[src/rtl/pattern_tx_pkg.sv]
// rtl/pattern_tx_pkg.sv - shared encodings and helpers for the pattern transmitter
package pattern_tx_pkg;

    typedef enum logic [1:0] {
        MODE_PRBS     = 2'b00,
        MODE_PRBS_INV = 2'b01,
        MODE_ALT      = 2'b10,
        MODE_FIXED    = 2'b11
    } mode_e;

    typedef enum logic [1:0] {
        ST_IDLE  = 2'b00,
        ST_SHIFT = 2'b01,
        ST_DONE  = 2'b10
    } state_e;

    // Counter width able to hold 0..n-1, never narrower than one bit.
    function automatic int cnt_width(input int n);
        return (n > 1) ? $clog2(n) : 1;
    endfunction

endpackage

[src/rtl/prbs_lfsr.sv]
// rtl/prbs_lfsr.sv - Fibonacci LFSR, all-ones seed, MSB is the output bit
module prbs_lfsr #(
    parameter int POLY_LEN = 9,
    parameter int POLY_TAP = 5
) (
    input  logic clk,
    input  logic rst,
    input  logic seed_load,
    input  logic advance,
    output logic bit_out
);

    logic [POLY_LEN-1:0] s;

    always_ff @(posedge clk) begin
        if (rst || seed_load) begin
            s <= '1;
        end else if (advance) begin
            s <= {s[POLY_LEN-2:0], s[POLY_LEN-1] ^ s[POLY_TAP-1]};
        end
    end

    assign bit_out = s[POLY_LEN-1];

endmodule

[src/rtl/pattern_tx.sv]
// rtl/pattern_tx.sv - framed serial test-pattern generator with bit-rate divider
module pattern_tx
    import pattern_tx_pkg::*;
#(
    parameter int WORD_W      = 10,
    parameter int FRAME_WORDS = 20,
    parameter int POLY_LEN    = 9,
    parameter int POLY_TAP    = 5,
    parameter int DIV_W       = 8
) (
    input  logic              clk,
    input  logic              rst,
    input  logic              send_start,
    input  logic [DIV_W-1:0]  speed_div,
    input  logic [1:0]        mode,
    input  logic [WORD_W-1:0] fixed_word,
    output logic              serial_out,
    output logic              bit_strobe,
    output logic              busy,
    output logic              frame_done
);

    localparam int BW = cnt_width(WORD_W);
    localparam int WW = cnt_width(FRAME_WORDS);
    localparam logic [BW-1:0] BIT_LAST  = BW'(WORD_W - 1);
    localparam logic [WW-1:0] WORD_LAST = WW'(FRAME_WORDS - 1);

    state_e              state, state_nx;
    mode_e               mode_lat;
    logic [DIV_W-1:0]    div_lat;
    logic [DIV_W-1:0]    div_cnt;
    logic [WORD_W-1:0]   word_sr;
    logic [BW-1:0]       bit_cnt;
    logic [WW-1:0]       word_cnt;
    logic                alt_bit;
    logic                prbs_bit;
    logic                pattern_bit;
    logic                start_ok;
    logic                period_end;
    logic                frame_end;

    assign start_ok   = (state == ST_IDLE) && send_start;
    assign period_end = (state == ST_SHIFT) && (div_cnt == div_lat);
    assign frame_end  = period_end && (bit_cnt == BIT_LAST) && (word_cnt == WORD_LAST);

    prbs_lfsr #(
        .POLY_LEN (POLY_LEN),
        .POLY_TAP (POLY_TAP)
    ) u_lfsr (
        .clk       (clk),
        .rst       (rst),
        .seed_load (start_ok),
        .advance   (period_end),
        .bit_out   (prbs_bit)
    );

    always_ff @(posedge clk) begin
        if (rst) begin
            state <= ST_IDLE;
        end else begin
            state <= state_nx;
        end
    end

    // Frame parameters are captured once at acceptance so mid-frame input changes are inert.
    always_ff @(posedge clk) begin
        if (rst) begin
            mode_lat <= MODE_PRBS;
            div_lat  <= '0;
            div_cnt  <= '0;
            word_sr  <= '0;
            bit_cnt  <= '0;
            word_cnt <= '0;
            alt_bit  <= 1'b0;
        end else if (start_ok) begin
            mode_lat <= mode_e'(mode);
            div_lat  <= speed_div;
            div_cnt  <= '0;
            word_sr  <= fixed_word;
            bit_cnt  <= '0;
            word_cnt <= '0;
            alt_bit  <= 1'b1;
        end else if (period_end) begin
            div_cnt <= '0;
            alt_bit <= ~alt_bit;
            word_sr <= {word_sr[WORD_W-2:0], word_sr[WORD_W-1]};
            if (bit_cnt == BIT_LAST) begin
                bit_cnt  <= '0;
                word_cnt <= (word_cnt == WORD_LAST) ? '0 : word_cnt + 1'b1;
            end else begin
                bit_cnt <= bit_cnt + 1'b1;
            end
        end else if (state == ST_SHIFT) begin
            div_cnt <= div_cnt + 1'b1;
        end
    end

    always_comb begin
        pattern_bit = 1'b0;
        case (mode_lat)
            MODE_PRBS:     pattern_bit = prbs_bit;
            MODE_PRBS_INV: pattern_bit = ~prbs_bit;
            MODE_ALT:      pattern_bit = alt_bit;
            MODE_FIXED:    pattern_bit = word_sr[WORD_W-1];
            default:       pattern_bit = 1'b0;
        endcase
    end

    always_comb begin
        state_nx   = state;
        busy       = 1'b0;
        frame_done = 1'b0;
        serial_out = 1'b0;
        bit_strobe = 1'b0;
        case (state)
            ST_IDLE: begin
                if (send_start) begin
                    state_nx = ST_SHIFT;
                end
            end
            ST_SHIFT: begin
                busy       = 1'b1;
                bit_strobe = (div_cnt == '0);
                serial_out = pattern_bit;
                if (frame_end) begin
                    state_nx = ST_DONE;
                end
            end
            ST_DONE: begin
                frame_done = 1'b1;
                state_nx   = ST_IDLE;
            end
            default: begin
                state_nx = ST_IDLE;
            end
        endcase
    end

endmodule

[config.mk]
export PLATFORM = sky130hd
export DESIGN_NAME = pattern_tx
export DESIGN_NICKNAME = d
export VERILOG_FILES = /design/src/rtl/pattern_tx_pkg.sv /design/src/rtl/prbs_lfsr.sv /design/src/rtl/pattern_tx.sv
export SDC_FILE = /design/constraint.sdc
export NUM_CORES = 1
export LEC_CHECK = 0
export BUFFER_PORTS_ARGS = -buffer_cell sky130_fd_sc_hd__buf_2
export CAP_MARGIN = 20
export CORE_MARGIN = 3
export CORE_UTILIZATION = 30
export CTS_CLUSTER_SIZE = 20
export DETAILED_ROUTE_END_ITERATION = 7
export SETUP_SLACK_MARGIN = 0.02
export SKIP_LAST_GASP = 1
export SYNTH_ARGS = -nofsm -noshare
export SYNTH_HDL_FRONTEND = slang
export SYNTH_SLANG_ARGS = --single-unit
[constraint.sdc]
create_clock -name clk -period 3.8 [get_ports clk]
set_clock_uncertainty 0.1 [all_clocks]
set_input_delay 0 -clock clk [delete_from_list [all_inputs] [get_ports clk]]
set_output_delay 0 -clock clk [all_outputs]
set_load 0.005 [all_outputs]
==> results.sh <==
export IMPL_whs_ps=165
export IMPL_crit_family="simple AND/OR/NAND/NOR gates"
export IMPL_drt_total_wl_mm=4.36
export IMPL_synth_edf_count=0
export IMPL_grtUsageTotal=0.120
export IMPL_first_iter_violations=74
export IMPL_maxSlewViolCount=0
export IMPL_slew_headroom=0.652
export IMPL_syn_area_um2=2110
export IMPL_crit_path_end_kind="flop"
export IMPL_outcome="complete, no violations"
export IMPL_cp_max_fo=14
export IMPL_dp_slack_ps=1620
export IMPL_stdcell_count=364
export IMPL_fmax_mhz=457
export IMPL_use_met2=0.189
export IMPL_top_usage_layer="met2"
export IMPL_wl_per_cell_um=12.0
export IMPL_syn_num_nets=249
export IMPL_placedCellCount=335
export IMPL_clk_path_buf_depth=2
export IMPL_grt_pass1_wl_mm=7.88
export IMPL_multi_input_area_um2=1070
export IMPL_detail_route_antenna_nets=0
export IMPL_gp_congestion=0.791
export IMPL_yosysMostFrequentCell="dfxtp_1"
export IMPL_synth_compound_gate_area_share=0.120
export IMPL_syn_inst=223
export IMPL_synth_area_leader_cell="dfxtp_1"
export IMPL_finalNetCount=296
export IMPL_synth_fa_ha_area_frac=0.0178
export IMPL_path_cells="xnor2_1 -> nand4_2 -> or3_1 -> or4_1 -> a21oi_1"
export IMPL_drv_cap=0
export IMPL_antenna_found_initial=0
export IMPL_rrSetupSlack_ps=1610
export IMPL_cts_sinks=49
export IMPL_num_io_pins=27
export IMPL_yosysWarnings=0
export IMPL_synth_common_cells="49 x dfxtp_1, 30 x nand2_1, 21 x mux2i_1"
export IMPL_layout_drive_gt1_share=0.151
export IMPL_grtUsageMet1=0.157
export IMPL_synthMuxAreaShare=0.0995
export IMPL_synthFlopType="dfxtp_1"
export IMPL_synth_xor_xnor_area_share=0.0746
export IMPL_synthToLayoutAreaGrowth_pct=25.9
export IMPL_ir_worst_vdd_uv=225
export IMPL_final_setup_tns_ps=0
export IMPL_grt_pass1_vias=1649
export IMPL_power_density_nw_per_um2=397
export IMPL_place_hpwl_mm=3.01
export IMPL_grt_max_degree=22
export IMPL_period_minus_slack_ps=2190
export IMPL_hold_violations=0
export IMPL_htreeDepth=2
export IMPL_finalSetupViolations=0
export IMPL_critical_path_class="reg2reg"
export IMPL_cts_made_buffers=5
export IMPL_yosys_register_bits=49
export IMPL_p_total_mw=1.06
export IMPL_synthTopCellsByArea="dfxtp_1 46%, mux2i_1 9.9%, nand2_1 5.3%, a22o_1 4.1%, xnor2_1 4.1%"
export IMPL_critPathLaunchType="flop"
export IMPL_fp_dieH_um=89.9
export IMPL_cts_root_buf="clkbuf_8"
export IMPL_crit_buf_inv=0
export IMPL_use_met3=0.0376
export IMPL_p_leak_nw=1.11
export IMPL_port_buffers=26
export IMPL_first_pass_iters=4
export IMPL_core_area_um2=6570
export IMPL_nFillCells=651
export IMPL_diodes=0
export IMPL_period_share=0.576
export IMPL_synthArstFlopShare=0
export IMPL_die_area_um2=8090
export IMPL_tritoncts="built"
export IMPL_rsz0062_at_grt="false"
export IMPL_ys_seq_area_frac=0.464
export IMPL_die_x_um=89.9
export IMPL_overflow=0
export IMPL_path_clk_slew_ps=90
export IMPL_clock_latency_ps=300
export IMPL_layout_setup_ws_ps=1610
export IMPL_crit_slowest_cell="or3_1"
export IMPL_synth_top_family_by_area="simple AND/OR/NAND/NOR gates"
export IMPL_seqCellArea_um2=981
export IMPL_cp_arrival_ps=2330
export IMPL_via_per_inst=4.62
export IMPL_tightest_slew_ps=522
export IMPL_drc_errors=0
export IMPL_syn_avg_cell_area_um2=9.48
export IMPL_floorplan_initialDensity=0.322
export IMPL_required_ps=3940
export IMPL_yosys_area_share_simple=0.192
export IMPL_vias=1682
export IMPL_yosys_area_top_type_share=0.464
export IMPL_critPathMaxStageDelay_ps=600
export IMPL_hp_class="in2reg"
export IMPL_synth_cell_type_count=39
export IMPL_row_count=29
cells in the final DEF, fill, tap and decap left out, types with 4 or more instances in the layout:
cell           synthesis  final
inv_1                  4      4
clkbuf_8               0      5
nand2_1               30     30
dfxtp_1               49     49
a21oi_1                6      6
xor2_1                 8      8
buf_2                  4     26
a22o_1                10     10
o21ai_0               12     12
xnor2_1               10     10
nor2_1                16     16
dlygate4sd3_1          0     21
mux2i_1               21     21
nand3_1                5      5
cell type report:
class | instances | area share
multi-input combinational | 159 | 0.401
sequential | 49 | 0.369
timing repair buffer | 50 | 0.136
tap | 93 | 0.0437
clock buffer | 6 | 0.0273
clock inverter | 2 | 0.0146
inverter | 5 | 0.00893
per-layer routing:
metal / part of all wire / vias to the layer above
met2: 0.45 / 24
met1: 0.49 / 774
met3: 0.040 / 5
li1: - / 879
met5: 0 / -
met4: 0.014 / 0
through the flow:
stage,area [um2],util
after floorplan,2110,-
after global placement,2340,0.356
after detailed placement,2340,0.356
after CTS,2660,0.405
after global routing,2660,0.405
final,2660,0.405
path summary, 6_finish.rpt:
| kind | start | end | cells past startpoint |
|---|---|---|---|
| setup / recovery | div_cnt[0]$_SDFFE_PP0P_ | bit_cnt[3]$_SDFFE_PP0P_ | 5 |
| hold / removal | send_start | state[0]$_SDFFE_PP0P_ | 5 |
| setup reg to reg | div_cnt[0]$_SDFFE_PP0P_ | bit_cnt[3]$_SDFFE_PP0P_ | 5 |
| hold reg to reg | u_lfsr.s[3]$_SDFFE_PP1P_ | u_lfsr.s[4]$_SDFFE_PP1P_ | 2 |
repair_timing:
action	4_1_cts	5_1_grt
setup buffers	0	0
setup endpoints to repair	0	0
hold endpoints to repair	23	0
resized for setup	0	0
hold buffers	21	0
cell families after synthesis:
| family | Yosys count |
|---|---|
| compound gates | 38 |
| xor+xnor | 18 |
| flops | 49 |
| fa+ha+maj | 3 |
| simple gates | 79 |
| buf+inv | 15 |
| mux | 21 |
where the power goes:
| group | internal [mW] | leakage, nW | switching [mW] |
|---|---|---|---|
| logic | 0.0658 | 0.651 | 0.0666 |
| registers | 0.535 | 0.399 | 0.0171 |
| clock network | 0.198 | 0.0554 | 0.173 |
| total | 0.799 | 1.11 | 0.257 |
sequential cells by signal (all words and copies together) (netlist names):
signal    count
word_sr      10
u_lfsr.s      9
div_cnt       8
div_lat       8
word_cnt      5
bit_cnt       4
mode_lat      2
state         2
alt_bit       1
worst reg2reg max path, stage by stage (launching register included):
cell and delay (ps):
dfxtp_1 460, xnor2_1 170, nand4_2 130, or3_1 600, or4_1 550, a21oi_1 120
Note: power is estimated with default switching activity, not from simulation.
